**src/rtl/serial_pkg.sv**
```systemverilog
// Shared definitions for the serial frame transmitter: FSM state encoding and line levels.
package serial_pkg;

    typedef enum logic [2:0] {
        IDLE,
        START,
        DATA,
        PARITY,
        STOP
    } state_t;

    localparam logic LINE_IDLE = 1'b1;

endpackage

```
**src/rtl/bit_timer.sv**
```systemverilog
// Bit-period timer: bit_tick marks the last cycle of each CLKS_PER_BIT-cycle bit,
// near_tick marks the cycle just before it (never asserted when CLKS_PER_BIT = 1).
module bit_timer #(
    parameter int CLKS_PER_BIT = 4
) (
    input  logic clk,
    input  logic rst,
    input  logic restart,
    output logic bit_tick,
    output logic near_tick
);

    localparam int TW = (CLKS_PER_BIT > 1) ? $clog2(CLKS_PER_BIT) : 1;
    localparam logic [TW-1:0] LAST = TW'(CLKS_PER_BIT - 1);

    logic [TW-1:0] cnt;

    always_ff @(posedge clk) begin
        if (rst || restart)
            cnt <= '0;
        else if (cnt == LAST)
            cnt <= '0;
        else
            cnt <= cnt + TW'(1);
    end

    assign bit_tick = (cnt == LAST);

    generate
        if (CLKS_PER_BIT > 1) begin : g_near
            assign near_tick = (cnt == TW'(CLKS_PER_BIT - 2));
        end else begin : g_no_near
            assign near_tick = 1'b0;
        end
    endgenerate

endmodule

```
**src/rtl/serial_frame_tx.sv**
```systemverilog
// Serial frame transmitter: start bit, MSB-first payload, optional even parity, stop bit.
// All outputs are registered; the bit timer is held cleared while idle.
module serial_frame_tx
    import serial_pkg::*;
#(
    parameter int DATA_W       = 8,
    parameter int CLKS_PER_BIT = 4
) (
    input  logic              clk,
    input  logic              rst,
    input  logic [DATA_W-1:0] data,
    input  logic              valid,
    input  logic              parity_en,
    output logic              ready,
    output logic              serial_out,
    output logic              busy,
    output logic              done
);

    localparam int IW = (DATA_W > 1) ? $clog2(DATA_W) : 1;
    localparam logic [IW-1:0] LAST_BIT = IW'(DATA_W - 1);

    state_t            state;
    logic [DATA_W-1:0] shreg;
    logic              parity_q;
    logic              parity_en_q;
    logic [IW-1:0]     bit_idx;
    logic              bit_tick;
    logic              near_tick;

    bit_timer #(
        .CLKS_PER_BIT(CLKS_PER_BIT)
    ) u_bit_timer (
        .clk      (clk),
        .rst      (rst),
        .restart  (ready),
        .bit_tick (bit_tick),
        .near_tick(near_tick)
    );

    always_ff @(posedge clk) begin
        if (rst) begin
            state       <= IDLE;
            serial_out  <= LINE_IDLE;
            ready       <= 1'b1;
            busy        <= 1'b0;
            done        <= 1'b0;
            shreg       <= '0;
            parity_q    <= 1'b0;
            parity_en_q <= 1'b0;
            bit_idx     <= '0;
        end else begin
            done <= 1'b0;
            case (state)
                IDLE: begin
                    if (valid) begin
                        shreg       <= data;
                        parity_q    <= ^data;
                        parity_en_q <= parity_en;
                        state       <= START;
                        serial_out  <= 1'b0;
                        ready       <= 1'b0;
                        busy        <= 1'b1;
                    end
                end
                START: begin
                    if (bit_tick) begin
                        state      <= DATA;
                        serial_out <= shreg[DATA_W-1];
                        shreg      <= shreg << 1;
                        bit_idx    <= '0;
                    end
                end
                DATA: begin
                    if (bit_tick) begin
                        if (bit_idx == LAST_BIT) begin
                            bit_idx <= '0;
                            if (parity_en_q) begin
                                state      <= PARITY;
                                serial_out <= parity_q;
                            end else begin
                                state      <= STOP;
                                serial_out <= LINE_IDLE;
                                done       <= (CLKS_PER_BIT == 1);
                            end
                        end else begin
                            bit_idx    <= bit_idx + IW'(1);
                            serial_out <= shreg[DATA_W-1];
                            shreg      <= shreg << 1;
                        end
                    end
                end
                PARITY: begin
                    if (bit_tick) begin
                        state      <= STOP;
                        serial_out <= LINE_IDLE;
                        done       <= (CLKS_PER_BIT == 1);
                    end
                end
                STOP: begin
                    // done is registered, so it is raised one cycle ahead of the final stop cycle
                    if (bit_tick) begin
                        state <= IDLE;
                        ready <= 1'b1;
                        busy  <= 1'b0;
                    end else begin
                        done <= near_tick;
                    end
                end
                default: begin
                    state      <= IDLE;
                    serial_out <= LINE_IDLE;
                    ready      <= 1'b1;
                    busy       <= 1'b0;
                end
            endcase
        end
    end

endmodule

```
**config.mk**
```make
export PLATFORM = sky130hd
export DESIGN_NAME = serial_frame_tx
export DESIGN_NICKNAME = d
export VERILOG_FILES = /design/src/rtl/serial_pkg.sv /design/src/rtl/bit_timer.sv /design/src/rtl/serial_frame_tx.sv
export SDC_FILE = /design/constraint.sdc
export NUM_CORES = 1
export LEC_CHECK = 0
export CORE_ASPECT_RATIO = 0.8
export CORE_UTILIZATION = 55
export CTS_CLUSTER_SIZE = 10
export DETAILED_ROUTE_END_ITERATION = 16
export PLACE_DENSITY = 0.8
export SYNTH_ARGS = -nofsm -noshare
export SYNTH_HDL_FRONTEND = slang
export SYNTH_SLANG_ARGS = --single-unit
```
**constraint.sdc**
```tcl
create_clock -name clk -period 2.9 [get_ports clk]
set_input_delay 0.29 -clock clk [delete_from_list [all_inputs] [get_ports clk]]
set_output_delay 0.29 -clock clk [all_outputs]
set_load 0.1 [all_outputs]
```
==> key figures, run 1 <==
Status
  – Outcome: complete, no violations

Routing
  – Via count: between 900 and 1000
  – Routed len/inst: around 14 um
  – Iter 0 DRT Violations: 13
  – ANT nets after route: 0
  – Via/cell ratio: between 5 and 6
  – Remaining DRCs: 0
  – Drt pass-1 iters: 4
  – Routed Wire Length: about 2400 um

Critical path
  – Critical Path Fanout Max: 16
  – Critical Path AT: roughly 2200 ps
  – R2r startpoint: bit_idx[0]$_SDFFE_PP0P_
  – CP startpoint kind: register
  – Critical path type: reg2reg
  – CP endpoint kind: register
  – CP Launch Point: bit_idx[0]$_SDFFE_PP0P_
  – Required @ worst endpoint: 3110 ps

Pwr
  – Total power: roughly 670 uW
  – VDD IR max: about 0.32 mV
  – Pwr/cell area: a little under 500 mW/mm^2
  – P_leak: 0.000496 uW

Synthesis
  – Post-Synthesis Cell Area: about 0.0012 mm^2
  – Area share of xor/xnor cells in the synthesized design: about 6%
  – Synth Flop Type: dfxtp_1
  – Ys Warns: 0
  – Cells after Synth: between 100 and 150
  – Synth top area share: 36.7%
  – Post-Synth Adder-Cell Area: ~5.2%
  – Seq/Total Area, Yosys: between 30% and 40%
  – Synthesized area per cell: 8.83 um^2
  – Syn_nets: between 150 and 200
  – Compound-Gate Fraction of Synth Area: between 20% and 30%
  – Synth top area cells: dfxtp_1 37%, xnor2_1 5.8%, ha_1 5.2%
  – Post-Synth Simple-Gate Area: 21.3%
  – Proportion of synthesized area in mux cells: 0%
  – Post-synth EDFFs: 0
  – Combinational family with the most area after synthesis: compound AO/OA/AOI/OAI gates
  – Unique masters post-synth: 40
  – Async SR Flop Fraction: 0%
  – Largest area contributor in the netlist: dfxtp_1
  – Seq cells post-synth: 22

Global routing
  – First-pass GRT wire length: approximately 4200 um
  – Initial antenna violation count: 0
  – GRT Util Overall: about 25%
  – Grt ovf: 0
  – Largest net degree at the start of global routing: 24
  – Vias in the first global route: 900

Floorplanning
  – Die ar.: roughly 0.0024 mm^2
  – IO Count: 16
  – Core Region: ~0.0020 mm^2
  – Die H: 43.8 um
  – Starting Density: between 60% and 70%
  – Die width: approximately 54 um
  – Cell row count: 14

Placed design
  – Post-DP HPWL: around 1700 um
  – Cell Area, Placed: 0.00131 mm^2
  – Final Wtd Congestion: between 0.7 and 0.8
  – Post-placement cell count: ~170
  – Input/output buffers: 15

Timing
  – Worst-margin pin slew: around 860 ps
  – Hold Slack: about 460 ps
  – Worst rel slew slack: between 40% and 50%
  – Final Skew: roughly 3.0 ps
  – Final worst path period share: between 60% and 70%
  – Final worst path period need: 2020 ps
  – RSZ-0062 raised after global routing: no
  – Final Max Slew Viols: 0
  – Setup TNS: 0 ps
  – Achievable Freq: slightly below 500 MHz
  – Final setup violation count: 0
  – Final hold vios: 0

CTS
  – Post-CTS Resized: 0
  – Root Driver: clkbuf_4
  – TritonCTS clock tree: yes
  – H-Tree Depth: 1
  – CTS hold repair buffers: 0
  – Clock Latency Late Sink: approximately 310 ps
  – Post-CTS setup buffers: 0
  – CTS buffer count: 3
  – Clk buf depth: 2
  – CTS clock-pin slew for the worst setup and hold paths: ~120 ps
  – CTS sink cnt: 22

Worst hold path
  – Hold path start: u_bit_timer.cnt[0]$_SDFF_PP0_
  – HP Class: reg2reg

Layout
  – Final std cell area, no fill: 0.00135 mm^2
  – Non-Filler Instances: 169
  – N_diodes: 0
  – P&R area growth vs syn: 12.4%
  – NumNets Final: approximately 160
  – Layout cells sized above 1: a little under 10%

Run
  – # Max-Cap Violations: 0
layout by cell type, fill, tap and decap left out, drive strengths merged:
cell type and instances:
and3b 1, nor2b 2, a311oi 7, a2111o 1, nor4 2, nand4b 1, a21oi 10, nand3b 2
ha 5, buf 4, or3 2, nor2 13, o21ai 10, nor3b 2, o21bai 3, a21o 1
o22ai 1, clkbuf 4, or3b 1, nand4 1, nand2 12, dfxtp 22, o31ai 2, clkdlybuf4s50 11
xnor2 8, nand2b 1, a211oi 2, nand4bb 1, o22a 1, nor3 3, a2bb2oi 1, inv 3
o21a 1, a31oi 2, nor4b 2
registers in the layout (all words and copies together), names as in the netlist, 2 cells and up:
name and count:
state 3, bit_idx 3, shreg 8, u_bit_timer.cnt 2
synthesized netlist by cell type (3+ instances only):
master and instances:
a311oi_1 5, nor3_1 3, nor2_1 12, nand2_1 12, a21oi_1 10, clkbuf_1 6
o21bai_1 3, inv_1 3, xnor2_1 8, o21ai_0 10, dfxtp_1 22, ha_1 5
layout make-up:
cell class	instances	area, um^2
multi-input combinational	101	692
fill	167	612
sequential	22	440
timing repair buffer	15	140
clock buffer	4	36.3
tap	24	30.0
inverter	3	11.3
per-stage QoR:
| step | worst slack [ps] | util, % |
|---|---|---|
| 5_1_grt | 671 | 68.8 |
| 3_3_place_gp | 955 | 67.0 |
| 2_1_floorplan | 1210 | - |
| 3_5_place_dp | 853 | 67.0 |
| 4_1_cts | 868 | 68.8 |
| 6_report | 880 | 68.8 |
routing by layer:
metal / vias to the layer above / wire length [um] / track usage [%]
li1: 510 / - / -
met1: 455 / 1180 / 33.0
met2: 17 / 1110 / 39.0
met3: 2 / 109 / 7.72
met4: 0 / 13 / 4.62
met5: - / 0 / 0
critical path: stages, from the launching register on:
cell	delay, ps
dfxtp_1	340
ha_1	230
ha_1	220
nand4bb_1	270
a31oi_4	500
nor2_1	70
a311oi_1	280
power by group:
group | switching [uW] | total (uW) | internal (uW)
Clock | 93.9 | 171 | 76.7
Combinational | 90.2 | 154 | 63.3
Sequential | 19.0 | 343 | 324
final timing paths:
path	slack, ps	cells past startpoint	to
worst max-delay path	880	6	shreg[4]$_SDFFE_PP0P_
worst min-delay path	460	1	u_bit_timer.cnt[0]$_SDFF_PP0_
worst max register to register	880	6	shreg[4]$_SDFFE_PP0P_
worst min register to register	460	1	u_bit_timer.cnt[0]$_SDFF_PP0_
cells by family (layout without fill, tap and decap cells):
group / Yosys count / in the layout
compound gates: 42 / 42
xor+xnor: 8 / 8
flops: 22 / 22
buf+inv: 13 / 22
simple gates: 46 / 46
fa+ha+maj: 5 / 5
(Power assumes the default switching activity.)
==> run 2, diff against run 1 <==
--- a/config.mk
+++ b/config.mk
@@ -6,10 +6,10 @@
 export NUM_CORES = 1
 export LEC_CHECK = 0
 export CORE_ASPECT_RATIO = 0.8
-export CORE_UTILIZATION = 55
+export CORE_UTILIZATION = 53
 export CTS_CLUSTER_SIZE = 10
 export DETAILED_ROUTE_END_ITERATION = 16
-export PLACE_DENSITY = 0.8
+export PLACE_DENSITY = 0.77
 export SYNTH_ARGS = -nofsm -noshare
 export SYNTH_HDL_FRONTEND = slang
 export SYNTH_SLANG_ARGS = --single-unit
==> constraint.sdc (replaced) <==
create_clock -name clk -period 1.95 [get_ports clk]
set_input_delay 0.195 -clock clk [delete_from_list [all_inputs] [get_ports clk]]
set_output_delay 0.195 -clock clk [all_outputs]
set_load 0.1 [all_outputs]
==> run 2 against run 1 <==
Net effect: critical path depth increased by 1; combinational power up 69%; clock power rose by 99%; critical endpoint is now shreg[5]$_SDFFE_PP0P_.
==> key figures, run 2 (same netlist as run 1, synthesis figures left out) <==
Global routing
  – First-pass GRT wire length: between 3000 and 4000 um
  – Vias in the first global route: between 800 and 900
  – Grt ovf: 0
  – Initial antenna violation count: 0
  – GRT Util Overall: between 10% and 20%
  – Largest net degree at the start of global routing: 24

Routing
  – Via/cell ratio: between 5 and 6
  – Iter 0 DRT Violations: 29
  – Drt pass-1 iters: 4
  – Routed len/inst: around 13 um
  – Via count: slightly above 1000
  – ANT nets after route: 0
  – Remaining DRCs: 0
  – Routed Wire Length: roughly 2400 um

Critical path
  – CP Launch Point: bit_idx[0]$_SDFFE_PP0P_
  – CP startpoint kind: register
  – CP endpoint kind: register
  – R2r startpoint: bit_idx[0]$_SDFFE_PP0P_
  – Critical Path Fanout Max: 16
  – Required @ worst endpoint: approximately 2200 ps
  – Critical path type: reg2reg
  – Critical Path AT: 2010 ps
  – Register-to-Register Setup Slack: about 160 ps
  – Crit path to: shreg[5]$_SDFFE_PP0P_
  – Cell depth of the worst flop-to-flop path: 7
  – Reg2reg end: shreg[5]$_SDFFE_PP0P_

Timing
  – Final worst path period need: 1790 ps
  – Achievable Freq: approximately 560 MHz
  – Worst-margin pin slew: roughly 830 ps
  – Final Max Slew Viols: 0
  – Setup TNS: 0 ps
  – Final Skew: approximately 5 ps
  – Final hold vios: 0
  – RSZ-0062 raised after global routing: no
  – Final setup violation count: 0
  – Final worst path period share: roughly 90%
  – Worst rel slew slack: roughly 45%

Layout
  – P&R area growth vs syn: 19.9%
  – Most frequent cells in the layout: 22 x dfxtp_1, 12 x nand2_1, 12 x nor2_1, 11 x clkdlybuf4s50_1, 11 x buf_4
  – Fill count: between 150 and 200
  – Max FFs per register: 8
  – Top reg by flops: shreg
  – N_diodes: 0
  – NumNets Final: 171
  – Final std cell area, no fill: 0.00144 mm^2
  – Commonest non-fill, non-tap cell in the layout: dfxtp_1
  – Layout cells sized above 1: around 14%
  – Largest regs: shreg x8, bit_idx x3, state x3

Floorplanning
  – Cell row count: 15
  – Die H: 44.6 um
  – Core Region: around 0.0021 mm^2
  – IO Count: 16
  – Starting Density: between 50% and 60%
  – Die ar.: approximately 0.0025 mm^2
  – Die width: 55.2 um

CTS
  – Post-CTS Resized: 0
  – CTS clock-pin slew for the worst setup and hold paths: ~120 ps
  – TritonCTS clock tree: yes
  – CTS hold repair buffers: 0
  – Clock Latency Late Sink: approximately 300 ps
  – CTS buffer count: 3
  – Root Driver: clkbuf_4
  – Post-CTS setup buffers: 0
  – CTS sink cnt: 22
  – Clk buf depth: 2
  – H-Tree Depth: 1

Worst hold path
  – Hold path start: u_bit_timer.cnt[0]$_SDFF_PP0_
  – HP Class: reg2reg

Pwr
  – P_leak: 0.000547 uW
  – Pwr/cell area: between 700 and 800 mW/mm^2
  – VDD IR max: 0.809 mV

Placed design
  – Final Wtd Congestion: 0.836
  – Post-DP HPWL: 1700 um
  – Input/output buffers: 15
  – Cell Area, Placed: 0.00139 mm^2

Run
  – # Max-Cap Violations: 0

Status
  – Outcome: complete, no violations
## run 2: worst min path at each step
stage / endpoint / slack, ps / cells past startpoint
3_5_place_dp: bit_idx[1]$_SDFFE_PP0P_ / 460 / 2
3_3_place_gp: u_bit_timer.cnt[0]$_SDFF_PP0_ / 440 / 1
5_1_grt: u_bit_timer.cnt[0]$_SDFF_PP0_ / 500 / 1
4_1_cts: shreg[0]$_SDFFE_PP0P_ / 480 / 2
2_1_floorplan: u_bit_timer.cnt[1]$_SDFF_PP0_ / 270 / 1
6_report: u_bit_timer.cnt[0]$_SDFF_PP0_ / 480 / 1
## run 2: cell type report
type                    count  area [um^2]  area share [%]
inverters                   3         11.3           0.782
clock inverters             1         30.0            2.09
multi-input cells         101          692            48.0
well taps                  25         31.3            2.17
clock buffers               3         22.5            1.56
flip-flops and latches     22          440            30.6
repair buffers             23          213            14.8
## run 2: metrics by stage
| stage | worst slack [ps] | cells | hold slack [ps] | utilization (%) | power (uW) |
|---|---|---|---|---|---|
| 2_1_floorplan | 259 | 136 | 271 | - | 695 |
| 3_3_place_gp | 205 | 174 | 441 | 64.9 | 767 |
| 3_5_place_dp | 149 | 174 | 464 | 64.9 | 772 |
| 4_1_cts | 145 | 178 | 482 | 67.3 | 1110 |
| 5_1_grt | 40.2 | 178 | 497 | 67.3 | 1160 |
| 6_report | 158 | 178 | 477 | 67.3 | 1100 |
## run 2: layer usage
layer / global-route usage [%] / vias up / wire (um)
met4: 8.00 / 0 / 40
met3: 7.31 / 4 / 134
met2: 30.6 / 21 / 1040
li1: - / 530 / -
met5: 0 / - / 0
met1: 25.2 / 469 / 1140
## run 2: power breakdown
group / switching [uW] / internal [uW]
registers: 19.8 / 481
logic: 146 / 114
clock network: 132 / 208
total: 299 / 803
## run 2: critical path: stages, from the launching register on
cell	delay (ps)
dfxtp_1	340
ha_1	210
ha_1	210
nand4bb_1	250
a31oi_4	240
buf_12	170
nor2_1	50
a311oi_1	230
